`config.mk`:
```
export PLATFORM = sky130hd
export DESIGN_NAME = delay_spy_sensor
export DESIGN_NICKNAME = d
export VERILOG_FILES = /design/src/rtl/delay_spy_sensor.sv
export SDC_FILE = /design/constraint.sdc
export NUM_CORES = 1
export LEC_CHECK = 0
export CAP_MARGIN = 20
export CORE_MARGIN = 2
export CORE_UTILIZATION = 55
export CTS_CLUSTER_DIAMETER = 200
export DETAILED_ROUTE_END_ITERATION = 7
export GPL_ROUTABILITY_DRIVEN = 0
export PLACE_DENSITY = 0.83
export SLEW_MARGIN = 15
export SYNTH_ARGS = -nofsm -noshare
export SYNTH_HDL_FRONTEND = slang
export SYNTH_SLANG_ARGS = --single-unit
```
`constraint.sdc`:
```
create_clock -name clk -period 3.9 [get_ports clk]
set_input_delay 0.78 -clock clk [delete_from_list [all_inputs] [get_ports clk]]
set_output_delay 0.78 -clock clk [all_outputs]
set_load 0.05 [all_outputs]
```
`src/rtl/delay_spy_sensor.sv`:
```
// delay_spy_sensor: measurement front end for the on-chip timing/voltage spy.
// A rising edge is launched into a chain of inverting stages and sampled one
// clock later. The depth the edge reached is decoded, and a run of
// 2^AVG_LOG2 measurements reports the mean, minimum and maximum depth.
module delay_spy_sensor #(
    parameter int CHAIN_LEN    = 64,
    parameter int AVG_LOG2     = 4,
    parameter int SETTLE_CYC   = 8,
    parameter int SIM_STAGE_PS = 250,
    parameter int CNT_W        = $clog2(CHAIN_LEN + 1)
) (
    input  logic             clk,
    input  logic             rst,
    input  logic             start,
    output logic             busy,
    output logic             done,
    output logic [CNT_W-1:0] depth_avg,
    output logic [CNT_W-1:0] depth_min,
    output logic [CNT_W-1:0] depth_max,
    output logic             saturated
);

    localparam int ACC_W  = CNT_W + AVG_LOG2;
    localparam int NMEAS  = 1 << AVG_LOG2;
    localparam int SET_W  = $clog2(SETTLE_CYC);
    localparam int MEAS_W = AVG_LOG2 + 1;

    typedef enum logic [2:0] {
        IDLE, SETTLE, LAUNCH, CAPTURE, SYNC, DECODE, FINISH
    } sensorState_t;

    sensorState_t state;
    sensorState_t nextState;

    logic                 launch;
    (* keep = "true" *) logic [CHAIN_LEN-1:0] raw;
    logic [CHAIN_LEN-1:0] capRaw_p1;
    logic [CHAIN_LEN-1:0] capRaw_p2;
    logic [CNT_W-1:0]     depthNow;
    logic [SET_W-1:0]     settleCnt;
    logic [MEAS_W-1:0]    measCnt;
    logic [ACC_W-1:0]     acc;
    logic [CNT_W-1:0]     minDepth;
    logic [CNT_W-1:0]     maxDepth;
    logic                 satAcc;

    // Stage delay only matters to a timed netlist simulation; the RTL chain is zero-delay.
    logic unusedSimStagePs;
    assign unusedSimStagePs = ^SIM_STAGE_PS;

    // Index of the first stage that has not yet taken the launched value.
    // Scanning from the top lets the lowest zero win, so later bubbles are ignored.
    function automatic logic [CNT_W-1:0] firstZero(input logic [CHAIN_LEN-1:0] capRaw);
        logic [CNT_W-1:0] d;
        d = CNT_W'(CHAIN_LEN);
        for (int i = CHAIN_LEN - 1; i >= 0; i--) begin
            if ((capRaw[i] ^ (i % 2 == 0)) == 1'b0) d = CNT_W'(i);
        end
        return d;
    endfunction

    // Mean of a full run: plain truncating shift, no rounding.
    function automatic logic [CNT_W-1:0] truncMean(input logic [ACC_W-1:0] accIn);
        return CNT_W'(accIn >> AVG_LOG2);
    endfunction

    // Inverter chain; each stage is its own kept net so it is not collapsed.
    for (genvar i = 0; i < CHAIN_LEN; i++) begin : gStage
        (* keep = "true" *) logic stageOut;
        if (i == 0) begin : gHead
            assign stageOut = ~launch;
        end else begin : gLink
            assign stageOut = ~gStage[i-1].stageOut;
        end
        assign raw[i] = stageOut;
    end

    assign depthNow = firstZero(capRaw_p2);

    // State register.
    always_ff @(posedge clk or posedge rst) begin
        if (rst) state <= IDLE;
        else     state <= nextState;
    end

    // Next-state logic for the measurement sequence.
    always_comb begin
        nextState = state;
        case (state)
            IDLE:    if (start) nextState = SETTLE;
            SETTLE:  if (settleCnt == SET_W'(SETTLE_CYC - 1)) nextState = LAUNCH;
            LAUNCH:  nextState = CAPTURE;
            CAPTURE: nextState = SYNC;
            SYNC:    nextState = DECODE;
            DECODE:  nextState = (measCnt < MEAS_W'(NMEAS - 1)) ? SETTLE : FINISH;
            FINISH:  nextState = IDLE;
            default: nextState = IDLE;
        endcase
    end

    // Stage p1: sample the chain one clock after launch; stage p2: second flop against metastability.
    always_ff @(posedge clk) begin
        if (state == CAPTURE) capRaw_p1 <= raw;
        if (state == SYNC)    capRaw_p2 <= capRaw_p1;
    end

    // Launch flop, run counters, statistics accumulation and result registers.
    always_ff @(posedge clk or posedge rst) begin
        if (rst) begin
            busy      <= 1'b0;
            done      <= 1'b0;
            depth_avg <= '0;
            depth_min <= '0;
            depth_max <= '0;
            saturated <= 1'b0;
            launch    <= 1'b0;
            settleCnt <= '0;
            measCnt   <= '0;
            acc       <= '0;
            minDepth  <= '0;
            maxDepth  <= '0;
            satAcc    <= 1'b0;
        end else begin
            done      <= 1'b0;
            // High from the launch edge until the measurement is decoded.
            launch    <= (nextState == CAPTURE) || (nextState == SYNC) || (nextState == DECODE);
            settleCnt <= (state == SETTLE && nextState == SETTLE) ? settleCnt + SET_W'(1) : '0;
            case (state)
                IDLE: begin
                    if (start) begin
                        acc      <= '0;
                        minDepth <= '1;
                        maxDepth <= '0;
                        satAcc   <= 1'b0;
                        measCnt  <= '0;
                        busy     <= 1'b1;
                    end
                end
                DECODE: begin
                    acc     <= acc + ACC_W'(depthNow);
                    if (depthNow <= minDepth) minDepth <= depthNow;
                    if (depthNow >= maxDepth) maxDepth <= depthNow;
                    satAcc  <= satAcc | (depthNow == CNT_W'(CHAIN_LEN));
                    measCnt <= measCnt + MEAS_W'(1);
                end
                FINISH: begin
                    depth_avg <= truncMean(acc);
                    depth_min <= minDepth;
                    depth_max <= maxDepth;
                    saturated <= satAcc;
                    done      <= 1'b1;
                    busy      <= 1'b0;
                end
                default: ;
            endcase
        end
    end

endmodule

```
==> results.toml, run 1 <==
[run_status]
status = "finished, final reports clean"

[timing]
period_share_pct = 67.0
finClkSkew_ns = 0.00697
min_period_ns = 2.61
finalMaxSlewViolations = 0
timing.final.ws_setup_ns = 1.29
max_freq_mhz = 383
grt_setup_unrepaired = "no"
totalNegativeSetupSlack_ns = 0
hold_viol_final = 0
worst_slew_pin_slew_ns = 0.887
max_slew_margin_pct = 40.6
setup_viol = 0

[layout]
drive_above_1_share_pct = 6.34
final_common_cell = "dfrtp_1"
final_nets = 386
syn_to_final_growth_pct = 18.5
antenna_cells = 0
final-instance-count-excl-fill = 435
fillers = 407
layout_common_cells = "dfrtp_1, nand2_1, clkdlybuf4s50_1, ha_1, o21ai_0"

[power]
irDropWorstVdd_mv = 0.297
power_leakage_nw = 1.83
power_density_nw_per_um2 = 627

[clock_tree]
tritoncts = "yes"
hold_buffers = 0
clockBufferDepth = 2
post_cts_buffers = 0
htree_num_levels = 3
clock-sinks = 66
clkTransAtPathRegs_ns = 0.07
cts_root_buffer = "clkbuf_8"
cts-buffers-inserted = 9
clock_latency_ns = 0.34
cts_resized = 0

[min_path]
whs_endpoint = "capRaw_p2[61]"
hp-class = "flop to flop"
worstHoldStart = "capRaw_p1[61]"
hold_path_depth = 0

[yosys]
netlist_area_um2 = 3190
synth.avg_cell_area_um2 = 10.2
netlist_instances = 314
ys_warn_count = 0

[die]
core_area_um2 = 5540
die_h_um = 80.2
rows = 27
start_util_pct = 57.6
ios = 27
dieArea_um2 = 6430
fp.dieW_um = 80.2

[place]
dp.cells = 419
portBuffers = 26
dp_hpwl_mm = 4.24
pre_cts_slack_ns = 0.953

[routing]
vias = 2431
drt_pass1_iterations = 4
antenna_left = 0
wl_per_cell_um = 13.7
drc = 0
drtIter0Drc = 141
wirelength_mm = 5.98
viasPerCell = 5.59

[global_route]
grt_pass1_vias = 2373
met2_usage_pct = 34.1
gr-max-usage-layer = "met2"
gr-usage-met3_pct = 4.27
met1_usage_pct = 26.8
grt_max_degree = 40
grt_overflow_total = 0
track_usage_pct = 21.2
grt_pass1_wl_mm = 10.4
antenna_found_initial = 0

[worst_setup_path]
setup.worst_path.start_class = "input port"
slowest_delay_ns = 0.73
cp_cell_sequence = "clkdlybuf4s50_1 > or4b_1 > a21oi_1 > nor3b_4 > nor2_2 > a32o_1"
path_buf_inv = 1
critPathTopFamily = "simple AND/OR/NAND/NOR gates"
crit_path_max_fanout = 15
r2r_start = "state[1]"
r2r-end = "maxDepth[0]"
crit_slowest_cell = "or4b_1"
cp-end-kind = "flop"
regToRegSetupSlack_ns = 1.53
criticalPathCategory = "input port to flop"
crit_arrival_ns = 2.84
critical_path_required_ns = 4.13
worstRegToRegCells = 6

[job]
cap_violations = 0
## sequential cells by signal, indices dropped and copies added, names as in the netlist, 2 cells and up
signal and count:
state 3, depth_max 7, depth_avg 7, capRaw_p2 2
acc 11, maxDepth 7, depth_min 7, measCnt 5
minDepth 7, capRaw_p1 2, settleCnt 3
## cell type report
| cell class | instances | area [um2] | area share, % |
|---|---|---|---|
| flip-flops and latches | 66 | 1670 | 44.2 |
| multi-input cells | 232 | 1460 | 38.5 |
| repair buffers | 31 | 298 | 7.87 |
| clock buffers | 14 | 163 | 4.30 |
| well taps | 72 | 90.1 | 2.38 |
| inverters | 18 | 67.6 | 1.79 |
| clock inverters | 2 | 35.0 | 0.926 |
## power by group
group | leakage [nW] | internal [mW] | switching [mW]
registers | 0.827 | 0.849 | 0.121
logic | 0.902 | 0.318 | 0.505
clock network | 0.101 | 0.330 | 0.248
total | 1.83 | 1.50 | 0.874
## worst register-to-register path, delay by kind of cell (launching register included)
kind            cells  cell delay, ns
flops               1            0.57
buf+inv             1            0.20
compound gates      1            0.13
simple gates        4            1.41
## per-stage QoR
step	hold WS, ns	util [%]	total power [mW]	instance area, um2
global route	0.432	68.3	2.53	3780
CTS	0.421	68.3	2.37	3780
detailed placement	0.405	64.7	1.80	3580
finish	0.423	68.3	2.37	3780
global placement	0.402	64.7	1.76	3580
floorplan	0.400	-	1.58	3250
## worst max path at each step
stage	cells after the start	slack, ns	from	endpoint
after floorplan	1	1.58	rst	acc[0]
after CTS	6	1.31	start	maxDepth[6]
after global routing	6	1.17	start	maxDepth[6]
after detailed placement	6	0.95	start	maxDepth[6]
after global placement	6	1.0	start	maxDepth[0]
final	6	1.29	start	maxDepth[0]
## per-layer routing
layer,part of all wire [%],routed length [um]
met1,45,2700
met2,48,2860
met3,3.9,232
met4,3.2,191
met5,0,0
Note: power is estimated with default switching activity, not from simulation.
==> run 2, diff against run 1 <==
CORE_UTILIZATION = 54   (was 55)
PLACE_DENSITY = 0.85   (was 0.83)
clock period = 2.4 ns   (was 3.9 ns; I/O delays follow)
==> results.toml, run 2 (synthesis gave the netlist of run 1 again) <==
[die]
ios = 27
die_h_um = 80.9
start_util_pct = 54.9
core_area_um2 = 5820
fp.dieW_um = 80.9
dieArea_um2 = 6540
rows = 28

[layout]
regMostFlops = "acc"
syn_to_final_growth_pct = 20.6
fin_area_um2 = 3850
antenna_cells = 0
layout_common_cells = "dfrtp_1, nand2_1, clkdlybuf4s50_1, ha_1, o21ai_0"
final_nets = 394
largest_reg_flops = 11
drive_above_1_share_pct = 8.65
final_common_cell = "dfrtp_1"

[worst_setup_path]
setup.worst_path.start_class = "flop"
criticalPathCategory = "flop to flop"
critPathTopFamily = "compound AO/OA/AOI/OAI gates"
crit_path_max_fanout = 6
cp_cell_sequence = "nor2b_1 > ha_1 > o21a_1 > o221a_2 > o21ai_1 > buf_4 > a22oi_1"
cp-end-kind = "flop"
critical_path_required_ns = 2.62
crit_arrival_ns = 2.44
crit_slowest_cell = "nor2b_1"
path_buf_inv = 1
slowest_delay_ns = 0.48

[run_status]
status = "finished, final reports clean"

[global_route]
grt_overflow_total = 0
track_usage_pct = 21.5
grt_pass1_wl_mm = 10.5
grt_pass1_vias = 2339
grt_max_degree = 28
antenna_found_initial = 0

[routing]
wl_per_cell_um = 14.3
wirelength_mm = 6.39
viasPerCell = 5.56
drt_pass1_iterations = 5
antenna_left = 0
drtIter0Drc = 165
drc = 0
vias = 2475

[power]
irDropWorstVdd_mv = 0.582
power_density_nw_per_um2 = 1010
power_leakage_nw = 1.87

[clock_tree]
tritoncts = "yes"
cts_root_buffer = "clkbuf_8"
clock_latency_ns = 0.34
clkTransAtPathRegs_ns = 0.06
htree_num_levels = 3
clockBufferDepth = 2
clock-sinks = 66
hold_buffers = 0
cts-buffers-inserted = 9

[timing]
min_period_ns = 2.23
setup_viol = 0
finClkSkew_ns = 0.00766
finalMaxSlewViolations = 0
totalNegativeSetupSlack_ns = 0
max_freq_mhz = 449
hold_viol_final = 0
worst_slew_pin_slew_ns = 0.574
period_share_pct = 92.9
grt_setup_unrepaired = "no"
max_slew_margin_pct = 61.6

[place]
dp_hpwl_mm = 4.45
portBuffers = 26
placed_area_um2 = 3660

[job]
cap_violations = 0

[min_path]
hp-class = "flop to flop"
==> run 2: power by group <==
part	total [mW]	internal (mW)	leakage, nW	switching, mW
logic	1.41	0.563	0.945	0.844
clock network	0.903	0.500	0.0962	0.403
registers	1.58	1.38	0.827	0.202
==> run 2: metrics by stage <==
step / setup WS [ns] / util, % / cells / hold WS, ns / total power [mW]
2_1_floorplan: 0.289 / - / 329 / 0.400 / 2.58
3_3_place_gp: 0.112 / 63.0 / 430 / 0.401 / 2.90
3_5_place_dp: 0.0784 / 63.0 / 430 / 0.407 / 2.98
4_1_cts: 0.0951 / 66.1 / 445 / 0.423 / 3.88
5_1_grt: 0.0427 / 66.2 / 445 / 0.446 / 4.13
6_report: 0.172 / 66.2 / 445 / 0.419 / 3.89
==> run 2: path summary, 6_finish.rpt <==
| path | start | endpoint | slack (ns) | depth (start not counted) |
|---|---|---|---|---|
| worst max-delay path | capRaw_p2[62] | minDepth[4] | 0.17 | 7 |
| min in group asynchronous | rst | depth_avg[6] | 0.47 | 2 |
| worst max register to register | capRaw_p2[62] | minDepth[4] | 0.17 | 7 |
| worst min register to register | capRaw_p1[62] | capRaw_p2[62] | 0.42 | 0 |
| worst min-delay path | capRaw_p1[62] | capRaw_p2[62] | 0.42 | 0 |
| max in group asynchronous | rst | satAcc | 1.40 | 3 |
==> run 2: per-layer routing <==
metal,up-vias,track usage (%),routed length (um)
li1,1198,-,-
met2,69,33.6,3070
met5,-,0,0
met4,0,15.3,214
met1,1188,26.0,2770
met3,20,5.44,330
==> run 2: cell type report <==
cell class / count / area, um2
clock buffers: 12 / 145
fillers: 445 / 1970
inverters: 18 / 67.6
clock inverters: 3 / 40.0
well taps: 75 / 93.8
multi-input cells: 232 / 1460
flip-flops and latches: 66 / 1670
repair buffers: 39 / 370
==> run 2: timing repair <==
item,4_1_cts,5_1_grt
gates resized for setup,0,1
buffers inserted,0,0
setup endpoints to repair,0,7
==> run 3, diff against run 2 <==
CAP_MARGIN = default   (was 20)
==> results of run 3 <==
The final DEF is identical to that of run 2; final timing and power are the same.
